`config.mk`:
```
export PLATFORM = sky130hd
export DESIGN_NAME = lc3_mem_arbiter
export DESIGN_NICKNAME = d
export VERILOG_FILES = /design/src/rtl/lc3_mem_arbiter_pkg.sv /design/src/rtl/lc3_mem_arbiter_rr_pick2.sv /design/src/rtl/lc3_mem_arbiter.sv
export SDC_FILE = /design/constraint.sdc
export NUM_CORES = 1
export LEC_CHECK = 0
export BUFFER_PORTS_ARGS = -buffer_cell sky130_fd_sc_hd__clkbuf_2
export CORE_MARGIN = 3
export CORE_UTILIZATION = 43
export DETAILED_ROUTE_END_ITERATION = 10
export MAX_ROUTING_LAYER = met4
export PLACE_DENSITY = 0.77
export SETUP_SLACK_MARGIN = 0.02
export SYNTH_ARGS = -nofsm -noshare
export SYNTH_HDL_FRONTEND = slang
export SYNTH_SLANG_ARGS = --single-unit
```
`constraint.sdc`:
```
create_clock -name clk -period 2.79 [get_ports clk]
set_input_delay 0.837 -clock clk [delete_from_list [all_inputs] [get_ports clk]]
set_output_delay 0.837 -clock clk [all_outputs]
set_load 0.05 [all_outputs]
```
`src/rtl/lc3_mem_arbiter_pkg.sv`:
```
// Shared types for the LC-3 memory arbiter: FSM states, grant owner and latency defaults.
package lc3_mem_arbiter_pkg;

  typedef enum logic [1:0] {
    ARB_IDLE   = 2'd0,
    ARB_ACCESS = 2'd1,
    ARB_DONE   = 2'd2
  } ArbStates;

  typedef enum logic {
    GNT_CPU = 1'b0,
    GNT_DEV = 1'b1
  } ArbGrant;

  localparam int MEM_LAT_DEFAULT = 2;
  localparam int LAT_CNT_W       = 4;

  function automatic ArbGrant otherGrant(input ArbGrant g);
    return (g == GNT_CPU) ? GNT_DEV : GNT_CPU;
  endfunction

endpackage

```
`src/rtl/lc3_mem_arbiter_rr_pick2.sv`:
```
// Combinational two-way round-robin picker; a tie goes to the side that did not win last.
module lc3_rr_pick2
  import lc3_mem_arbiter_pkg::*;
(
  input  logic [1:0] req,
  input  ArbGrant    last_gnt,
  output logic       valid,
  output ArbGrant    gnt
);

  always_comb begin
    valid = |req;
    gnt   = GNT_CPU;
    if (req == 2'b11) gnt = otherGrant(last_gnt);
    else if (req[1])  gnt = GNT_DEV;
  end

endmodule

```
`src/rtl/lc3_mem_arbiter.sv`:
```
// Shares single-port main memory between the LC-3 control path and a device/DMA port,
// running one fixed-latency access at a time with a one-cycle ready pulse to the winner.
//
// state      | meaning
// ARB_IDLE   | no access in flight; arbitrate on the current requests
// ARB_ACCESS | mem_en held MEM_LAT cycles from latched address/data
// ARB_DONE   | rdy pulse to the winner, its rdata valid
module lc3_mem_arbiter
  import lc3_mem_arbiter_pkg::*;
#(
  parameter int ADDR_W  = 16,
  parameter int DATA_W  = 16,
  parameter int MEM_LAT = MEM_LAT_DEFAULT
) (
  input  logic              clk,
  input  logic              rst,
  input  logic              cpu_req,
  input  logic              cpu_we,
  input  logic [ADDR_W-1:0] cpu_addr,
  input  logic [DATA_W-1:0] cpu_wdata,
  output logic [DATA_W-1:0] cpu_rdata,
  output logic              cpu_rdy,
  input  logic              dev_req,
  input  logic              dev_we,
  input  logic [ADDR_W-1:0] dev_addr,
  input  logic [DATA_W-1:0] dev_wdata,
  output logic [DATA_W-1:0] dev_rdata,
  output logic              dev_rdy,
  output logic              mem_en,
  output logic              mem_we,
  output logic [ADDR_W-1:0] mem_addr,
  output logic [DATA_W-1:0] mem_wdata,
  input  logic [DATA_W-1:0] mem_rdata,
  output logic              gnt_dev,
  output logic              busy
);

  ArbStates             state;
  ArbGrant              lastGnt;
  logic [LAT_CNT_W-1:0] latCnt;
  logic                 latWe;
  logic                 pickValid;
  ArbGrant              pickGnt;

  lc3_rr_pick2 uPick (
    .req      ({dev_req, cpu_req}),
    .last_gnt (lastGnt),
    .valid    (pickValid),
    .gnt      (pickGnt)
  );

  // mem_addr/mem_wdata are the latched winner registers, so requester changes after the grant are ignored.
  always_ff @(posedge clk or posedge rst) begin
    if (rst) begin
      state     <= ARB_IDLE;
      lastGnt   <= GNT_DEV;
      latCnt    <= '0;
      latWe     <= 1'b0;
      mem_en    <= 1'b0;
      mem_we    <= 1'b0;
      mem_addr  <= '0;
      mem_wdata <= '0;
      cpu_rdata <= '0;
      dev_rdata <= '0;
      cpu_rdy   <= 1'b0;
      dev_rdy   <= 1'b0;
      gnt_dev   <= 1'b0;
      busy      <= 1'b0;
    end else begin
      cpu_rdy <= 1'b0;
      dev_rdy <= 1'b0;
      case (state)
        ARB_IDLE: begin
          if (pickValid) begin
            if (pickGnt == GNT_DEV) begin
              latWe     <= dev_we;
              mem_we    <= dev_we;
              mem_addr  <= dev_addr;
              mem_wdata <= dev_wdata;
            end else begin
              latWe     <= cpu_we;
              mem_we    <= cpu_we;
              mem_addr  <= cpu_addr;
              mem_wdata <= cpu_wdata;
            end
            gnt_dev <= (pickGnt == GNT_DEV);
            lastGnt <= pickGnt;
            latCnt  <= LAT_CNT_W'(MEM_LAT - 1);
            mem_en  <= 1'b1;
            busy    <= 1'b1;
            state   <= ARB_ACCESS;
          end
        end
        ARB_ACCESS: begin
          if (latCnt != '0) begin
            latCnt <= latCnt - 1'b1;
          end else begin
            if (!latWe) begin
              if (gnt_dev) dev_rdata <= mem_rdata;
              else         cpu_rdata <= mem_rdata;
            end
            if (gnt_dev) dev_rdy <= 1'b1;
            else         cpu_rdy <= 1'b1;
            mem_en <= 1'b0;
            mem_we <= 1'b0;
            state  <= ARB_DONE;
          end
        end
        ARB_DONE: begin
          busy  <= 1'b0;
          state <= ARB_IDLE;
        end
        default: begin
          mem_en <= 1'b0;
          mem_we <= 1'b0;
          busy   <= 1'b0;
          state  <= ARB_IDLE;
        end
      endcase
    end
  end

endmodule
```
==> results of run 1 <==
## through the flow
stage	hold WS (ns)	utilization (%)	std cells	instance area [sq um]
after global routing	0.526	58.2	502	4570
after floorplan	0.502	-	234	3520
after detailed placement	0.475	55.9	487	4380
final	0.489	58.2	502	4570
after CTS	0.497	58.2	502	4570
after global placement	0.468	55.9	487	4380
## worst paths after layout
path	from	end	slack, ns	cells after the start
setup / recovery	latCnt[0]	dev_rdata[13]	0.73	5
hold / removal	cpu_rdata[1]	cpu_rdata[1]	0.49	1
setup reg to reg	latCnt[0]	dev_rdata[13]	0.73	5
hold reg to reg	cpu_rdata[1]	cpu_rdata[1]	0.49	1
max in group asynchronous	rst	lastGnt	1.75	3
min in group asynchronous	rst	dev_rdata[9]	0.59	3
## cell usage after synthesis, types with 2 or more instances
cell type  instances  share of area [%]
a21oi_1            3               0.43
a31o_2             2               0.50
and2_1             2               0.36
buf_4              3               0.64
buf_6              5                1.6
dfrtp_1           77                 55
inv_1              7               0.75
mux2_1             8                2.6
mux2_2            80                 26
mux2_4            10                4.3
nand3_1            3               0.43
nor2_1             3               0.32
nor3_1             2               0.28
o21ai_0            2               0.28
o22ai_1            3               0.53
or4_1              2               0.43
## layer usage
metal	GRT usage [%]	part of all wire, %	vias up
met3	2.94	5.4	13
li1	-	-	1171
met5	-	0	-
met2	30.0	52	73
met1	18.4	40	1228
met4	8.53	2.2	0
## final cells by class
cell class                      instances  share of cell area [%]
Sequential cell                        78                    42.7
Timing Repair Buffer                  160                    18.1
Multi-Input combinational cell        140                    31.7
Clock inverter                          6                    1.34
Clock buffer                            9                    2.71
Tap cell                              102                    2.79
Inverter                                7                   0.657
## state kept, by name (all words and copies together) (netlist names), 2 cells and up
register	cells
state	2
latCnt	4
mem_wdata	16
mem_addr	16
cpu_rdata	16
dev_rdata	16
## cells by family (layout without fill, tap and decap cells)
logic type      Yosys count  in the layout
fa+ha+maj                 1              1
flops                    78             78
simple gates             25             25
mux                      98             98
compound gates           16             16
buf+inv                  16            182
==> summary.txt, run 1 <==
Yosys
  – Synthesized cell area: 3520 sq um
  – Syn. warnings: 0
  – Netlist cell types: 38
  – Synth Area in Adders: less than 1%
  – Top_reg_cell synth: dfrtp_1
  – Yosys reg bits: 78
  – Simple-gate portion of the synthesized area: 4.83%
  – Main combinational cell family by area after synthesis: multiplexers
  – Synth Area per Inst: 15.0 sq um
  – Synth Instances: 234
  – Post-synthesis sequential area ratio: 55.5%
  – Post-synth EDFFs: 0
  – Compound-gate portion of the synthesized area: 3.52%
  – Post-synthesis mux area share: roughly a third
  – Post-Synth XOR/XNOR Area: 0%
  – Syn_nets: between 300 and 400
  – Async S/R FF share, synth: 100%

Timing
  – Clock Skews: between 0.01 and 0.015 ns
  – Min Tclk post-route: just over 2 ns
  – Setup TNS: 0 ns
  – Tcrit/Tclk final: between 70% and 80%
  – Final WS setup: 0.725 ns
  – Top achievable clock speed: 484 MHz
  – Slew headroom: 62.8%
  – Max-slew violation count: 0
  – Actual slew at the worst max-slew pin: between 0.5 and 0.6 ns
  – Setup-failing EPs final: 0
  – RSZ-0062 raised after global routing: no
  – Fin. Hold Viols: 0

Clock tree
  – CTS resizes: 0
  – CTS tree: done
  – Skew-Pair Late Insertion Delay: 0.34 ns
  – CTS sink cnt: 78
  – Clock root cell: clkbuf_8
  – Worst-path clk slew: about 0.080 ns
  – Total CTS buffers: 9
  – Post-CTS setup buffer count: 0
  – Max clock buf depth: 2
  – Cts hold-fix bufs: 0
  – H-tree levels: 3

Routing
  – Antenna-violating nets left: 0
  – Pre-antenna DRT Iters: 4
  – DRT iter0 DRCs: 64
  – Total Wirelength: 7.68 mm
  – Routed WL per cell: about 15 microns
  – Final routed DRC violation total: 0
  – Via density: 4.95
  – Via count: 2485

Run
  – MaxCap Viol Count: 0

Cells and area
  – Commonest non-fill, non-tap cells in the layout: clkbuf_2, mux2_2, dfrtp_1
  – Commonest non-fill, non-tap cell in the layout: clkbuf_2
  – Share of layout cells above drive strength 1: between 60% and 70%
  – Synthesis-to-layout area growth: 29.8%
  – Ant diodes: 0
  – Multi-input logic area: 1450 sq um
  – NumNets Final: between 400 and 500
  – Fillcell total: 681
  – Register area: 1950 sq um

Global route
  – Total GRT Usage: 17.0%
  – First-pass GRT wire length: 11.8 mm
  – Grt ovf: 0
  – Vias in the first global route: 2563
  – Largest net degree at the start of global routing: 46
  – Initial antenna violation count: 0

Critical path
  – Crit-path leading delay family: simple AND/OR/NAND/NOR gates
  – Slowest cell on the critical path: nand3_2
  – Bufs and invs on worst path: 1
  – CP max FO: 16
  – CP required: 3.01 ns
  – CP arrival: 2.29 ns
  – Startpoint types: flip-flop
  – Crit-path max cell delay: between 0.5 and 0.6 ns
  – Critical Path Sink Type: flip-flop
  – Cell Chain, Critical Path: inv_1 > ha_1 > nor3b_4 > nand3_2 > mux2_4
  – Crit Path Category: flip-flop to flip-flop

Floorplanning
  – Die area: 9310 sq um
  – Cell row count: 32
  – Initial Util: 44.9%
  – Core footprint: 7850 sq um
  – Top-Level Pins: 156
  – Die Ht: 96.5 microns
  – Chip Width: 96.5 microns

Placed design
  – DP HPWL: 5.82 mm
  – GP Congestion: 0.829
  – Port bufs: 155
  – Dpl ws: 0.579 ns

Min path
  – Hold crit path type: flip-flop to flip-flop

Outcome
  – Status: finished, final reports clean
Power of run 1 is left out: the tool's default activity adds up to more than one toggle a clock period on the data nets, which glitch-free logic cannot reach.
==> inputs of run 2 (changes only) <==
clock period = 1.82 ns   (was 2.79 ns; I/O delays follow)
==> summary.txt, run 2 (same netlist as run 1, synthesis figures left out) <==
Routing
  – Antenna-violating nets left: 0 (unchanged)
  – Via count: 2495 (+0.40%)
  – Final routed DRC violation total: 0 (unchanged)
  – DRT iter0 DRCs: 37 (-42%)
  – Total Wirelength: 7.54 mm (-1.8%)
  – Via density: 4.91 (-0.78%)
  – Pre-antenna DRT Iters: 4 (unchanged)
  – Routed WL per cell: 14.8 microns (-3.0%)

Cells and area
  – Fillcell total: 676 (-0.73%)
  – Ant diodes: 0 (unchanged)
  – Share of layout cells above drive strength 1: 69.7% (+0.70 points)
  – Commonest non-fill, non-tap cells in the layout: clkbuf_2, mux2_2, dfrtp_1
  – NumNets Final: 488 (+1.0%)
  – Synthesis-to-layout area growth: 33.5%
  – Commonest non-fill, non-tap cell in the layout: clkbuf_2
  – Util after Layout: 59.9% (+1.7 points)

Timing
  – Fin. Hold Viols: 0 (unchanged)
  – Top achievable clock speed: 594 MHz (+23%)
  – Min Tclk post-route: 1.68 ns (-0.381 ns)
  – Setup-failing EPs final: 0 (unchanged)
  – RSZ-0062 raised after global routing: no
  – Clock Skews: 0.0140 ns (+0.000539 ns)
  – Tcrit/Tclk final: 92.5% (+19 points)
  – Slew headroom: 68.1% (+5.2 points)
  – Max-slew violation count: 0 (unchanged)
  – Actual slew at the worst max-slew pin: 0.474 ns (-0.0828 ns)

Global route
  – Grt ovf: 0 (unchanged)
  – Total GRT Usage: 16.5% (-0.47 points)
  – Vias in the first global route: 2545 (-0.70%)
  – Initial antenna violation count: 0 (unchanged)
  – Largest net degree at the start of global routing: 36 (-22%)
  – First-pass GRT wire length: 11.6 mm (-2.0%)

Clock tree
  – Max clock buf depth: 2 (unchanged)
  – Total CTS buffers: 9 (unchanged)
  – Cts hold-fix bufs: 0 (unchanged)
  – Skew-Pair Late Insertion Delay: 0.35 ns (about the same)
  – CTS tree: done
  – Clock root cell: clkbuf_8
  – CTS sink cnt: 78 (unchanged)
  – H-tree levels: 3 (unchanged)
  – Worst-path clk slew: 0.08 ns (about the same)

Critical path
  – CP Launch Point: latCnt[0]
  – Startpoint types: flip-flop
  – R2R Path Start: latCnt[0]
  – CP required: 2.04 ns (-0.97 ns)
  – CP arrival: 1.91 ns (-0.38 ns)
  – Crit Path Category: flip-flop to flip-flop
  – Critical Path Sink Type: flip-flop
  – CP max FO: 16 (unchanged)

Floorplanning
  – Die Ht: 96.5 microns (unchanged)
  – Chip Width: 96.5 microns (unchanged)
  – Top-Level Pins: 156 (unchanged)
  – Cell row count: 32 (unchanged)
  – Initial Util: 44.9% (unchanged)
  – Core footprint: 7850 sq um (unchanged)
  – Die area: 9310 sq um (unchanged)

Outcome
  – Status: finished, final reports clean

Min path
  – Hold crit path type: input pin to async pin

Run
  – MaxCap Viol Count: 0 (unchanged)

Placed design
  – GP Congestion: 0.836 (+0.80%)
  – DP HPWL: 5.79 mm (-0.68%)
  – Port bufs: 155 (unchanged)
[run 2: cell types whose count changed in the layout (fill, tap and decap cells not counted)]
cell and delta:
and3b_1 -1, clkinv_2 -3, clkinv_4 +1, buf_12 +5
inv_6 +1, and3b_2 +1, clkbuf_8 +2
[run 2: worst max-delay path, cell delays in order (launching register included)]
cell     delay (ns)
dfrtp_1        0.39
inv_1          0.08
ha_1           0.16
nor3b_4        0.21
and3b_2        0.23
buf_12         0.16
mux2_2         0.34
[run 2: metrics by stage]
stage          worst slack, ns  hold slack, ns  instance area [sq um]  TNS [ns]  instances
4_1_cts                 0.0815           0.198                   4690         0        507
5_1_grt                 0.0240           0.202                   4700         0        508
3_5_place_dp          -0.00156           0.481                   4480  -0.00220        491
2_1_floorplan           0.0955           0.502                   3520         0        234
6_report                 0.136           0.202                   4700         0        508
3_3_place_gp            0.0182           0.468                   4480         0        491
[run 2: worst paths after layout]
check,to,slack (ns),cells past startpoint
min,dev_rdata[3],0.20,2
max reg2reg,cpu_rdata[7],0.14,6
min reg2reg,cpu_rdata[0],0.50,1
max,cpu_rdata[7],0.14,6
max in group asynchronous,lastGnt,1.06,3
min in group clk,cpu_rdata[5],0.43,2
[run 2: layout make-up]
class | instances | area (sq um) | area share (%)
multi-input combinational | 140 | 1450 | 30.8
inverter | 7 | 30.0 | 0.639
clock buffer | 11 | 151 | 3.22
tap | 102 | 128 | 2.71
sequential | 78 | 1950 | 41.5
timing repair buffer | 165 | 926 | 19.7
clock inverter | 5 | 63.8 | 1.36
[run 2: layer usage]
| metal | up-vias | part of all wire (%) | global-route usage (%) | wire length, microns |
|---|---|---|---|---|
| met5 | - | 0 | - | 0 |
| met4 | 0 | 1.0 | 4.79 | 78 |
| met3 | 8 | 6.7 | 4.03 | 503 |
| met2 | 76 | 53 | 29.8 | 3990 |
| met1 | 1231 | 39 | 18.1 | 2970 |
| li1 | 1180 | - | - | - |
[run 2: timing repair]
item	CTS	global route
gates resized for setup	0	1
endpoints found under the setup margin	0	16
setup buffers	0	1
hold endpoints to repair	0	0
Power of run 2 is left out for the same reason.
